<file path="config.mk">
export PLATFORM = sky130hd
export DESIGN_NAME = laser_enable_sequencer
export DESIGN_NICKNAME = d
export VERILOG_FILES = /design/src/rtl/laser_enable_sequencer.sv
export SDC_FILE = /design/constraint.sdc
export NUM_CORES = 1
export LEC_CHECK = 0
export CORE_MARGIN = 4
export CORE_UTILIZATION = 40
export CTS_CLUSTER_SIZE = 40
export DETAILED_ROUTE_END_ITERATION = 7
export GPL_TIMING_DRIVEN = 1
export RECOVER_POWER = 50
export SYNTH_ARGS = -nofsm -noshare
export SYNTH_HDL_FRONTEND = slang
export SYNTH_SLANG_ARGS = --single-unit
</file>
<file path="constraint.sdc">
create_clock -name clk -period 2.6 [get_ports clk]
set_input_delay 0.39 -clock clk [delete_from_list [all_inputs] [get_ports clk]]
set_output_delay 0.39 -clock clk [all_outputs]
set_load 0.03 [all_outputs]
</file>
<file path="src/rtl/laser_enable_sequencer.sv">
// Laser power-enable / TA-shutdown safety sequencer: power-up, settle, TA release,
// armed operation, fault latching and the clear handshake back to idle.
module laser_enable_sequencer #(
  parameter int unsigned PWR_SETTLE_CYCLES    = 2500,
  parameter int unsigned PWR_TIMEOUT_CYCLES   = 250000,
  parameter int unsigned TA_DELAY_CYCLES      = 250,
  parameter int unsigned CLEAR_HOLDOFF_CYCLES = 25000,
  parameter int unsigned CNT_W                = 20
) (
  input  logic       clk,
  input  logic       rstn,
  input  logic       enable_req,
  input  logic       enable_error_check,
  input  logic       clear_req,
  input  logic       laser_ready,
  input  logic       pwr_good,
  input  logic       pulse_lower_fail,
  input  logic       pulse_upper_fail,
  input  logic       rate_lower_fail,
  input  logic       current_fail,
  output logic       laser_pwr_en,
  output logic       ta_shutdown,
  output logic       clear_fail,
  output logic       armed,
  output logic       fault_latched,
  output logic [4:0] fault_cause,
  output logic [2:0] seq_state
);

  typedef enum logic [2:0] {
    ST_IDLE     = 3'd0,
    ST_PWR_WAIT = 3'd1,
    ST_TA_DELAY = 3'd2,
    ST_ARMED    = 3'd3,
    ST_FAULT    = 3'd4,
    ST_CLEAR    = 3'd5
  } state_e;

  localparam logic [CNT_W-1:0] CNT_MAX     = '1;
  localparam logic [CNT_W-1:0] SETTLE_LAST = CNT_W'(PWR_SETTLE_CYCLES - 1);
  localparam logic [CNT_W-1:0] TMO_LAST    = CNT_W'(PWR_TIMEOUT_CYCLES - 1);
  localparam logic [CNT_W-1:0] TA_LAST     = CNT_W'(TA_DELAY_CYCLES - 1);
  localparam logic [CNT_W-1:0] HOLD_LAST   = CNT_W'(CLEAR_HOLDOFF_CYCLES - 1);

  state_e           state_q, state_d;
  logic [CNT_W-1:0] cnt_q, cnt_d, cnt_inc;
  logic [CNT_W-1:0] tmo_q, tmo_d, tmo_inc;
  logic [1:0]       sync_q;
  logic [4:0]       cause_q, cause_d;
  logic             pwr_en_q, pwr_en_d;
  logic             clear_fail_q, clear_fail_d;
  logic             armed_q, armed_d;
  logic             fault_latched_q, fault_latched_d;
  logic             pwr_good_s;
  logic             pf, rf;
  logic [4:0]       live_c;

  assign pwr_good_s = sync_q[1];
  assign pf         = enable_error_check & (pulse_lower_fail | pulse_upper_fail);
  assign rf         = enable_error_check & rate_lower_fail;
  // {pwr_timeout, pwr_lost, current, rate, pulse} as seen in the current cycle
  assign live_c     = {1'b0, ~pwr_good_s, current_fail, rf, pf};

  // Saturating increments: counters stick at all-ones instead of wrapping.
  assign cnt_inc = (cnt_q == CNT_MAX) ? cnt_q : cnt_q + CNT_W'(1);
  assign tmo_inc = (tmo_q == CNT_MAX) ? tmo_q : tmo_q + CNT_W'(1);

  // Next-state, counter and sticky-cause logic.
  always_comb begin
    state_d = state_q;
    cause_d = cause_q;
    cnt_d   = cnt_inc;
    tmo_d   = tmo_inc;

    unique case (state_q)
      ST_IDLE: begin
        cnt_d = '0;
        tmo_d = '0;
        if (enable_req && laser_ready) state_d = ST_PWR_WAIT;
      end
      ST_PWR_WAIT: begin
        cnt_d = pwr_good_s ? cnt_inc : '0;
        if (tmo_q == TMO_LAST) begin
          state_d    = ST_FAULT;
          cause_d[4] = 1'b1;
        end else if (!enable_req) begin
          state_d = ST_IDLE;
        end else if (pwr_good_s && (cnt_q == SETTLE_LAST)) begin
          state_d = ST_TA_DELAY;
        end
      end
      ST_TA_DELAY: begin
        if (!pwr_good_s || current_fail) begin
          state_d = ST_FAULT;
          cause_d = cause_q | (live_c & 5'b01100);
        end else if (!enable_req) begin
          state_d = ST_IDLE;
        end else if (cnt_q == TA_LAST) begin
          state_d = ST_ARMED;
        end
      end
      ST_ARMED: begin
        if (|live_c) begin
          state_d = ST_FAULT;
          cause_d = cause_q | live_c;
        end else if (!enable_req) begin
          state_d = ST_IDLE;
        end
      end
      ST_FAULT: begin
        // Supply loss is expected once power is removed, so only limit faults accumulate.
        cause_d = cause_q | (live_c & 5'b00111);
        if (clear_req && !enable_req) state_d = ST_CLEAR;
      end
      ST_CLEAR: begin
        if (cnt_q == HOLD_LAST) begin
          if (!pf && !rf && !current_fail && pwr_good_s) begin
            state_d = ST_IDLE;
            cause_d = '0;
          end else begin
            state_d = ST_FAULT;
          end
        end
      end
      default: state_d = ST_FAULT;
    endcase

    if (state_d != state_q) begin
      cnt_d = '0;
      tmo_d = '0;
    end

    pwr_en_d        = (state_q == ST_PWR_WAIT) || (state_q == ST_TA_DELAY) ||
                      (state_q == ST_ARMED);
    clear_fail_d    = (state_d == ST_CLEAR) && (state_q != ST_CLEAR);
    armed_d         = (state_d == ST_ARMED);
    fault_latched_d = (state_d == ST_FAULT) || (state_d == ST_CLEAR);
  end

  always_ff @(posedge clk or negedge rstn) begin
    if (!rstn) begin
      state_q         <= ST_IDLE;
      cnt_q           <= '0;
      tmo_q           <= '0;
      sync_q          <= '0;
      cause_q         <= '0;
      pwr_en_q        <= 1'b0;
      clear_fail_q    <= 1'b0;
      armed_q         <= 1'b0;
      fault_latched_q <= 1'b0;
    end else begin
      state_q         <= state_d;
      cnt_q           <= cnt_d;
      tmo_q           <= tmo_d;
      sync_q          <= {sync_q[0], pwr_good};
      cause_q         <= cause_d;
      pwr_en_q        <= pwr_en_d;
      clear_fail_q    <= clear_fail_d;
      armed_q         <= armed_d;
      fault_latched_q <= fault_latched_d;
    end
  end

  // Shutdown bypasses the register so a fault kills the TA in the cycle it appears.
  assign ta_shutdown   = (state_q != ST_ARMED) | pf | rf | current_fail;
  assign laser_pwr_en  = pwr_en_q;
  assign clear_fail    = clear_fail_q;
  assign armed         = armed_q;
  assign fault_latched = fault_latched_q;
  assign fault_cause   = cause_q;
  assign seq_state     = state_q;

endmodule

</file>
## After elaboration in Yosys (flattened, before gate mapping)

Cells that the tools add are included.

| operators by class | value |
|---|---|
| add/subtract/negate cells | 2 |
| eq/ne operators | 23 |
| multiplexer cells | 27 |
| bitwise operators | 10 |
| reductions and logical operators | 22 |

Operators by type and width:

| operator | count |
|---|---|
| $mux 20 | 6 |
| $add 20x1->20 const B | 2 |
| $eq 20x20->1 const B | 2 |
| $pmux 20 s2 | 1 |
| $mux 3 | 12 |
| $eq 20x12->1 const B | 1 |
| $eq 20x15->1 const B | 1 |
| $eq 20x18->1 const B | 1 |
| $eq 20x8->1 const B | 1 |
| $mux 5 | 4 |
| $pmux 3 s6 | 1 |
| $pmux 4 s4 | 1 |
| $eq 3x3->1 const B | 4 |
| $ne 2x2->1 const B | 5 |
| $or 5x4->5 | 2 |
| $eq 3x2->1 const B | 3 |
| $logic_and 1x1->1 | 7 |
| $reduce_and 6->1 | 1 |
| $logic_not 1->1 | 5 |
| $or 5x3->5 | 1 |
| $pmux 1 s5 | 1 |
| $reduce_and 5->1 | 1 |
| $reduce_bool 5->1 | 1 |
| $logic_or 1x1->1 | 4 |
| other kinds (12) | 16 |

| storage, ports and cells | value |
|---|---|
| register bits after elaboration | 54 |
| input port bits | 11 |
| output and inout bits | 13 |

## Logic depth before layout (Yosys ltp)

Gate-level depths: netlist (run 1).

| depth | value |
|---|---|
| word-level depth | 11 |
| depth in mapped cells | 9 |
| depth with buffers taken out | 8 |

## Worst setup path before layout (run 1)

Ideal clock, no wire load.

| path | value |
|---|---|
| kind | reg2reg |
| from | register tmo_q[0] |
| to | register tmo_q[18] |
| library setup time | 0.094 ns |
| arrival time | 2.119 ns |
| data required time | 2.506 ns |
| path slack | 0.387 ns |
| stages on the path, launching flop included | 10 |
| path buffers | 1 |
| cells stage by stage | dfrtp_1 -> ha_1 -> and3_4 -> nand3_2 -> o21ai_1 -> or4_1 -> nand4_2 -> nand4_4 -> buf_8 -> nor4b_4 |

| on the way | value |
|---|---|
| cells in the longest elaborated chain, start to end | 5 |
| elaborated cells on any way between the ends | 10 |
| those cells by class | add/sub (1); eq/ne (4); mux (5) |

Ends and longest elaborated chain:

| element | line | source |
|---|---|---|
| start, declared | 47 | `logic [CNT_W-1:0] tmo_q, tmo_d, tmo_inc;` |
| start signal, assigned | 154 | `tmo_q <= tmo_d;` |
| parallel branches: the longest is 5 deep, another holds $add 20x1->20 | - |  |

Parallel ways; which one is timed is not known. The select of a mux whose other input is x is not followed.
A chain may end at the register's enable or synchronous reset.

## Final worst setup path (run 1)

| path | value |
|---|---|
| from | register tmo_q[0] |
| to | register cnt_q[2] |

| on the way | value |
|---|---|
| cells in the longest elaborated chain, start to end | 5 |

Ends and longest elaborated chain:

| element | line | source |
|---|---|---|
| $eq 20x18->1 | 83 | `if (tmo_q == TMO_LAST) begin` |
| $mux 3 | 83 |  |
| $pmux 3 s6 | 75 | `unique case (state_q)` |
| $ne 3x3->1 | 128 | `if (state_d != state_q) begin` |
| $mux 20 | 128 |  |
| named net cnt_d[2] | 46 | `logic [CNT_W-1:0] cnt_q, cnt_d, cnt_inc;` |
| end signal, assigned | 153 | `cnt_q <= cnt_d;` |
| end, declared | 46 |  |

The timed path passes the listed nets, and every way through them passes these cells.

==> results of run 1 <==
how the worst min path moves through the flow:
stage,start,end,slack (ps),depth (start not counted)
2_1_floorplan,rstn,armed,90,0
3_3_place_gp,sync_q[0],sync_q[1],340,0
3_5_place_dp,sync_q[0],sync_q[1],340,0
4_1_cts,rstn,tmo_q[8],40,1
5_1_grt,sync_q[0],sync_q[1],390,0
6_report,rstn,tmo_q[8],280,1
cell usage in the layout, fill, tap and decap left out, types with 3 or more instances in the layout:
cell type,instances
sky130_fd_sc_hd__nor4_1,4
sky130_fd_sc_hd__nand4_1,12
sky130_fd_sc_hd__nor2b_1,5
sky130_fd_sc_hd__mux2i_1,3
sky130_fd_sc_hd__dfrtp_1,54
sky130_fd_sc_hd__clkbuf_8,6
sky130_fd_sc_hd__o21a_1,3
sky130_fd_sc_hd__nor3_1,38
sky130_fd_sc_hd__and3_1,8
sky130_fd_sc_hd__xnor2_1,15
sky130_fd_sc_hd__xor2_1,11
sky130_fd_sc_hd__and4_1,3
sky130_fd_sc_hd__nand3b_1,5
sky130_fd_sc_hd__ha_1,3
sky130_fd_sc_hd__dlygate4sd3_1,3
sky130_fd_sc_hd__o21ai_0,10
sky130_fd_sc_hd__a21oi_1,13
sky130_fd_sc_hd__inv_1,5
sky130_fd_sc_hd__a31oi_1,4
sky130_fd_sc_hd__clkdlybuf4s50_1,19
sky130_fd_sc_hd__o211ai_1,3
sky130_fd_sc_hd__buf_4,9
sky130_fd_sc_hd__nor4_4,3
sky130_fd_sc_hd__nand3_1,23
sky130_fd_sc_hd__nand2b_1,3
sky130_fd_sc_hd__nor2_1,34
sky130_fd_sc_hd__nand2_1,24
logic make-up (layout without fill, tap and decap cells):
kind of cell               Yosys count  count (layout)  synth area share
DFF                                 54              54             0.435
xor gates and xnor gates            26              26            0.0734
buffers and inverters               16              49            0.0343
AOI/OAI and AO/OA                   40              40            0.0766
adders and majority gates            3               3            0.0121
muxes                                4               4            0.0133
and+or+nand+nor                    188             188             0.355
layer usage:
metal	global-route usage	share of wire
met1	0.232	0.51
met2	0.247	0.46
met3	0.0274	0.027
met4	0.0332	0.0036
met5	0	0
per-stage QoR:
step,utilization,setup WS (ps)
floorplan,-,387
global placement,0.472,53.8
detailed placement,0.472,6.55
CTS,0.485,219
global route,0.484,62.2
finish,0.484,232
power groups by stage:
stage / Sequential, uW / Clock, uW / Combinational, uW
3_3_place_gp: 859 / 0 / 42.9
2_1_floorplan: 858 / 0 / 6.38
5_1_grt: 843 / 551 / 47.3
3_5_place_dp: 859 / 0 / 44.0
4_1_cts: 842 / 509 / 44.2
6_report: 842 / 488 / 41.3
critical path, stage by stage (launching register included):
cell and delay (ps):
sky130_fd_sc_hd__dfrtp_1 420, sky130_fd_sc_hd__ha_1 230, sky130_fd_sc_hd__and3_4 210, sky130_fd_sc_hd__nand3_2 100
sky130_fd_sc_hd__o21ai_1 120, sky130_fd_sc_hd__or4_1 530, sky130_fd_sc_hd__nand4_2 130, sky130_fd_sc_hd__nand4_4 120
sky130_fd_sc_hd__buf_12 190, sky130_fd_sc_hd__nor4_4 240
cells in the mapped netlist (all sizes together) (10+ instances only):
library cell	n	share of area
nand4	14	0.035
dfrtp	54	0.44
nor2	35	0.043
nand2	26	0.033
xor2	11	0.031
a21oi	13	0.021
nand3	24	0.040
nor3	39	0.063
xnor2	15	0.042
o21ai	11	0.018
and3	10	0.023
registers in the layout (all words and copies together), names as in the netlist:
name	flops
cnt_q	20
fault_latched	1
clear_fail	1
armed	1
tmo_q	20
fault_cause	5
laser_pwr_en	1
sync_q	2
seq_state	3
cell type report:
type	count	area (um2)	share of cell area
clock buffers	6	82.6	0.0230
clock inverters	2	12.5	0.00349
inverters	5	18.8	0.00524
multi-input cells	261	1660	0.462
flip-flops and latches	54	1350	0.377
well taps	99	124	0.0346
repair buffers	36	340	0.0949
==> metrics, run 1 <==
number of placed instances with taps included 455; Initial Utilization 0.419; number of global-route vias before repair 2,444; crit path capture type flop; Seq pwr share 0.614; Worst R2R End cnt_q[2]; number of input and output port buffers inserted 23; share of final-layout standard cells stronger than drive strength 1 0.113; H-tree depth 2; count of flip-flops with a built-in enable after synthesis 0; number of buffers created by CTS 5; overall global routing resource usage 0.159; maximum fanout along the worst path 20; growth of design area from synthesis to finish 15.5%; critical register-to-register path startpoint tmo_q[0]; Sw Ratio 0.219; HPWL Detailed 4870 um; number of sinks driven by the clock tree 54; clock-pin slew reported for the worst setup and hold paths after clock tree synthesis 100 ps; part of the power in combinational logic 0.030; overall power consumption 1370 uW; flop2flop setup slack 230 ps; die footprint 9230 um2; antenna violations before repair 0; max-capacitance violation count 0; total via count in the routed design 2,526; die outline height 96.1 um; cell area power density 383 nW/um2; Static Leakage 0.00145 uW; Setup Buffers After CTS 0; largest net degree at the start of global routing 34; NumNets Final 377; setup repair after global routing missed its margin no; signal arrival time at the worst endpoint 2590 ps; DR iter-0 viols 136; clock tree from TritonCTS yes; first drt pass iteration count 4; CTS root buf sky130_fd_sc_hd__clkbuf_8; class of the most critical setup path reg2reg; number of distinct library cell variants in the gate-level netlist after synthesis 54; Setup Viol. Count Final 0; sum of negative setup slack 0 ps; maximum buffer depth of the clock tree 2; Site Rows 31; number of antenna diodes 0; Clk pwr share 0.356; cts-stage hold buffer count 0; first element of the critical path tmo_q[0]; area of all placed cells without fillers 3580 um2; Min Clock Period, post-route 2370 ps; path type of the worst min-delay path in2async; most instantiated flip-flop cell in the synthesis netlist sky130_fd_sc_hd__dfrtp_1; Max rail drop VDD 0.000206 V; pins over their slew limit 0; core box area 7410 um2; required time worst endpoint 2820 ps; endpoints failing hold 0; yosys synthesis warning count 0; Post-Synthesis Cells 331; fill cell count 707; maximum clock frequency 422 MHz; share of synthesized flip-flops with an asynchronous set or reset 1.00; final antenna-violating net count 0; DP Area 3500 um2; latest clock arrival within the worst-skew pair 300 ps; Worst-Margin Slew 1160 ps; width of the die 96.1 um; grt total ovfl 0; GPL Wtd Cong 0.851; crit path launch type flop; DRC Markers 0; CTS resizes 0; Max-Slew Margin vs Limit 0.228; number of nets produced by synthesis 345; Cell Int Power 1070 uW; endpoint of the worst setup timing path cnt_q[2]; sequential fraction of the synthesis area 0.435; routed len/inst 14.5 um; Hold Slack 283 ps; maximum clock skew at final layout 14.7 ps; length in cells of the worst reg-to-reg path 9; number of register bits inferred by synthesis 54; run status finished clean; total routed wirelength 6690 um; top-level I/O count 24; area of the mapped netlist 3100 um2; global-route wire length before repair 11,800 um; final worst-path cycle share 0.911; switching power of the nets 300 uW; Mapped Avg Cell Area 9.37 um2; Layout Cells excl Fill 463; mean number of vias per cell 5.46
Power figures use the tool's default switching activity.
==> inputs of run 2 (changes only) <==
- CORE_UTILIZATION: 40 -> 30
==> run 2 against run 1 <==
- via count grew 2.0%
- global-route usage decreased by 3.4 points
- critical endpoint unchanged
- highest routed layer unchanged
- die area rose by 30%
- clock-buffer cell count shrank 1
- cell area rose by 0.66%
- worst hold slack worse by 83 ps
- sequential power about the same
- worst setup slack worse by 68 ps
- first-iteration DRC count down 7.4%
- critical path type unchanged
- fmax fell by 2.8%
- largest cell class unchanged
==> metrics, run 2 (synthesized netlist as in run 1, its figures left out) <==
path type of the worst min-delay path in2async; global-route wire length before repair 12,300 um; cts-stage hold buffer count 0; most frequent standard cell in the layout excluding fill and tap cells sky130_fd_sc_hd__dfrtp_1; met2 demand-to-capacity share in global routing 0.194; overall global routing resource usage 0.125; latest clock arrival within the worst-skew pair 300 ps; grt total ovfl 0; CTS root buf sky130_fd_sc_hd__clkbuf_8; category of cells accounting for the largest share of critical-path delay simple AND/OR/NAND/NOR gates; total via count in the routed design 2,577; overall power consumption 1340 uW; top-level I/O count 24; endpoints failing hold 0; peak per-stage delay on the critical path 530 ps; clock-pin slew reported for the worst setup and hold paths after clock tree synthesis 100 ps; number of global-route vias before repair 2,473; maximum buffer depth of the clock tree 2; highest-count cells in the layout ignoring fill and taps sky130_fd_sc_hd__dfrtp_1, sky130_fd_sc_hd__nor3_1, sky130_fd_sc_hd__nor2_1; Max rail drop VDD 0.000328 V; Setup Viol. Count Final 0; DRC Markers 0; standard cell with the maximum stage delay on the critical path sky130_fd_sc_hd__or4_1; HPWL Detailed 4980 um; crit path launch type flop; setup repair after global routing missed its margin no; worst setup timing slack at the placement stage 27.7 ps; global-route met3 utilization 0.0229; mean number of vias per cell 5.20; pins over their slew limit 0; number of logic stages on the critical path including buffering 9; clock tree from TritonCTS yes; maximum clock frequency 411 MHz; number of input and output port buffers inserted 23; first drt pass iteration count 4; DR iter-0 viols 126; length in cells of the worst reg-to-reg path 9; DP Area 3530 um2; GPL Wtd Cong 0.840; number of buffers created by CTS 5; number of sinks driven by the clock tree 54; Max-Slew Margin vs Limit 0.357; Site Rows 36; sum of negative setup slack 0 ps; highest-utilization routing layer at the global route stage met2; signal arrival time at the worst endpoint 2650 ps; die footprint 12,000 um2; H-tree depth 2; routing usage on met1 0.184; Static Leakage 0.00144 uW; min setup slack post-route 165 ps; share of final-layout standard cells stronger than drive strength 1 0.116; CP bufs+invs 1; width of the die 110 um; routed len/inst 14.3 um; Worst-Margin Slew 964 ps; growth of design area from synthesis to finish 16.3%; final antenna-violating net count 0; Min Clock Period, post-route 2440 ps; largest net degree at the start of global routing 41; total routed wirelength 7080 um; crit path capture type flop; maximum fanout along the worst path 40; run status finished clean; class of the most critical setup path reg2reg; core box area 9910 um2; Initial Utilization 0.313; required time worst endpoint 2810 ps; cell area power density 371 nW/um2; antenna violations before repair 0; max-capacitance violation count 0; NumNets Final 377; cell chain of the critical path ha_1 -> and3_4 -> nand3_2 -> o21ai_1 -> or4_1 -> nand4_2 -> nand4_4 -> buf_12 -> nor4_4; number of antenna diodes 0; maximum clock skew at final layout 12.0 ps; Hold Slack 201 ps; area of all placed cells without fillers 3610 um2; die outline height 110 um; final worst-path cycle share 0.937
[run 2: layout make-up]
type / count / area (um2)
clock buffer: 5 / 68.8
clock inverter: 2 / 10.0
fill: 1033 / 6300
inverter: 5 / 18.8
multi-input combinational: 261 / 1660
sequential: 54 / 1350
tap: 133 / 166
timing repair buffer: 36 / 332
[run 2: routing by layer]
metal  up-vias  part of all wire
met5         -                 0
met2        41              0.46
li1       1271                 -
met3         4             0.032
met1      1261              0.50
met4         0            0.0052
[run 2: timing repair]
item                       4_1_cts  5_1_grt
resized for setup                0        1
setup endpoints to repair        0       26
setup buffers                    0        0
[run 2: worst reg2reg max path, stage by stage, from the launching register on]
cell and delay [ps]:
sky130_fd_sc_hd__dfrtp_1 440, sky130_fd_sc_hd__ha_1 250, sky130_fd_sc_hd__and3_4 220, sky130_fd_sc_hd__nand3_2 90, sky130_fd_sc_hd__o21ai_1 130, sky130_fd_sc_hd__or4_1 530
sky130_fd_sc_hd__nand4_2 130, sky130_fd_sc_hd__nand4_4 90, sky130_fd_sc_hd__buf_12 210, sky130_fd_sc_hd__nor4_4 270
[run 2: metrics by stage]
| step | util | cells |
|---|---|---|
| floorplan | - | 331 |
| global placement | 0.356 | 489 |
| detailed placement | 0.356 | 489 |
| CTS | 0.364 | 496 |
| global route | 0.364 | 496 |
| finish | 0.364 | 496 |
[run 2: final timing paths]
kind / end / slack [ps] / startpoint
worst max register to register: cnt_q[2] / 160 / tmo_q[0]
min in group clk: sync_q[1] / 350 / sync_q[0]
worst min-delay path: tmo_q[1] / 200 / rstn
worst max-delay path: cnt_q[2] / 160 / tmo_q[0]
worst min register to register: sync_q[1] / 350 / sync_q[0]
max in group asynchronous: fault_cause[2] / 910 / rstn
[run 2: power by group]
group,internal [uW],total [uW],leakage [uW],switching (uW)
Sequential,841,842,0.000594,1.24
Combinational,16.0,41.4,0.000806,25.4
Clock,182,456,0.0000438,274
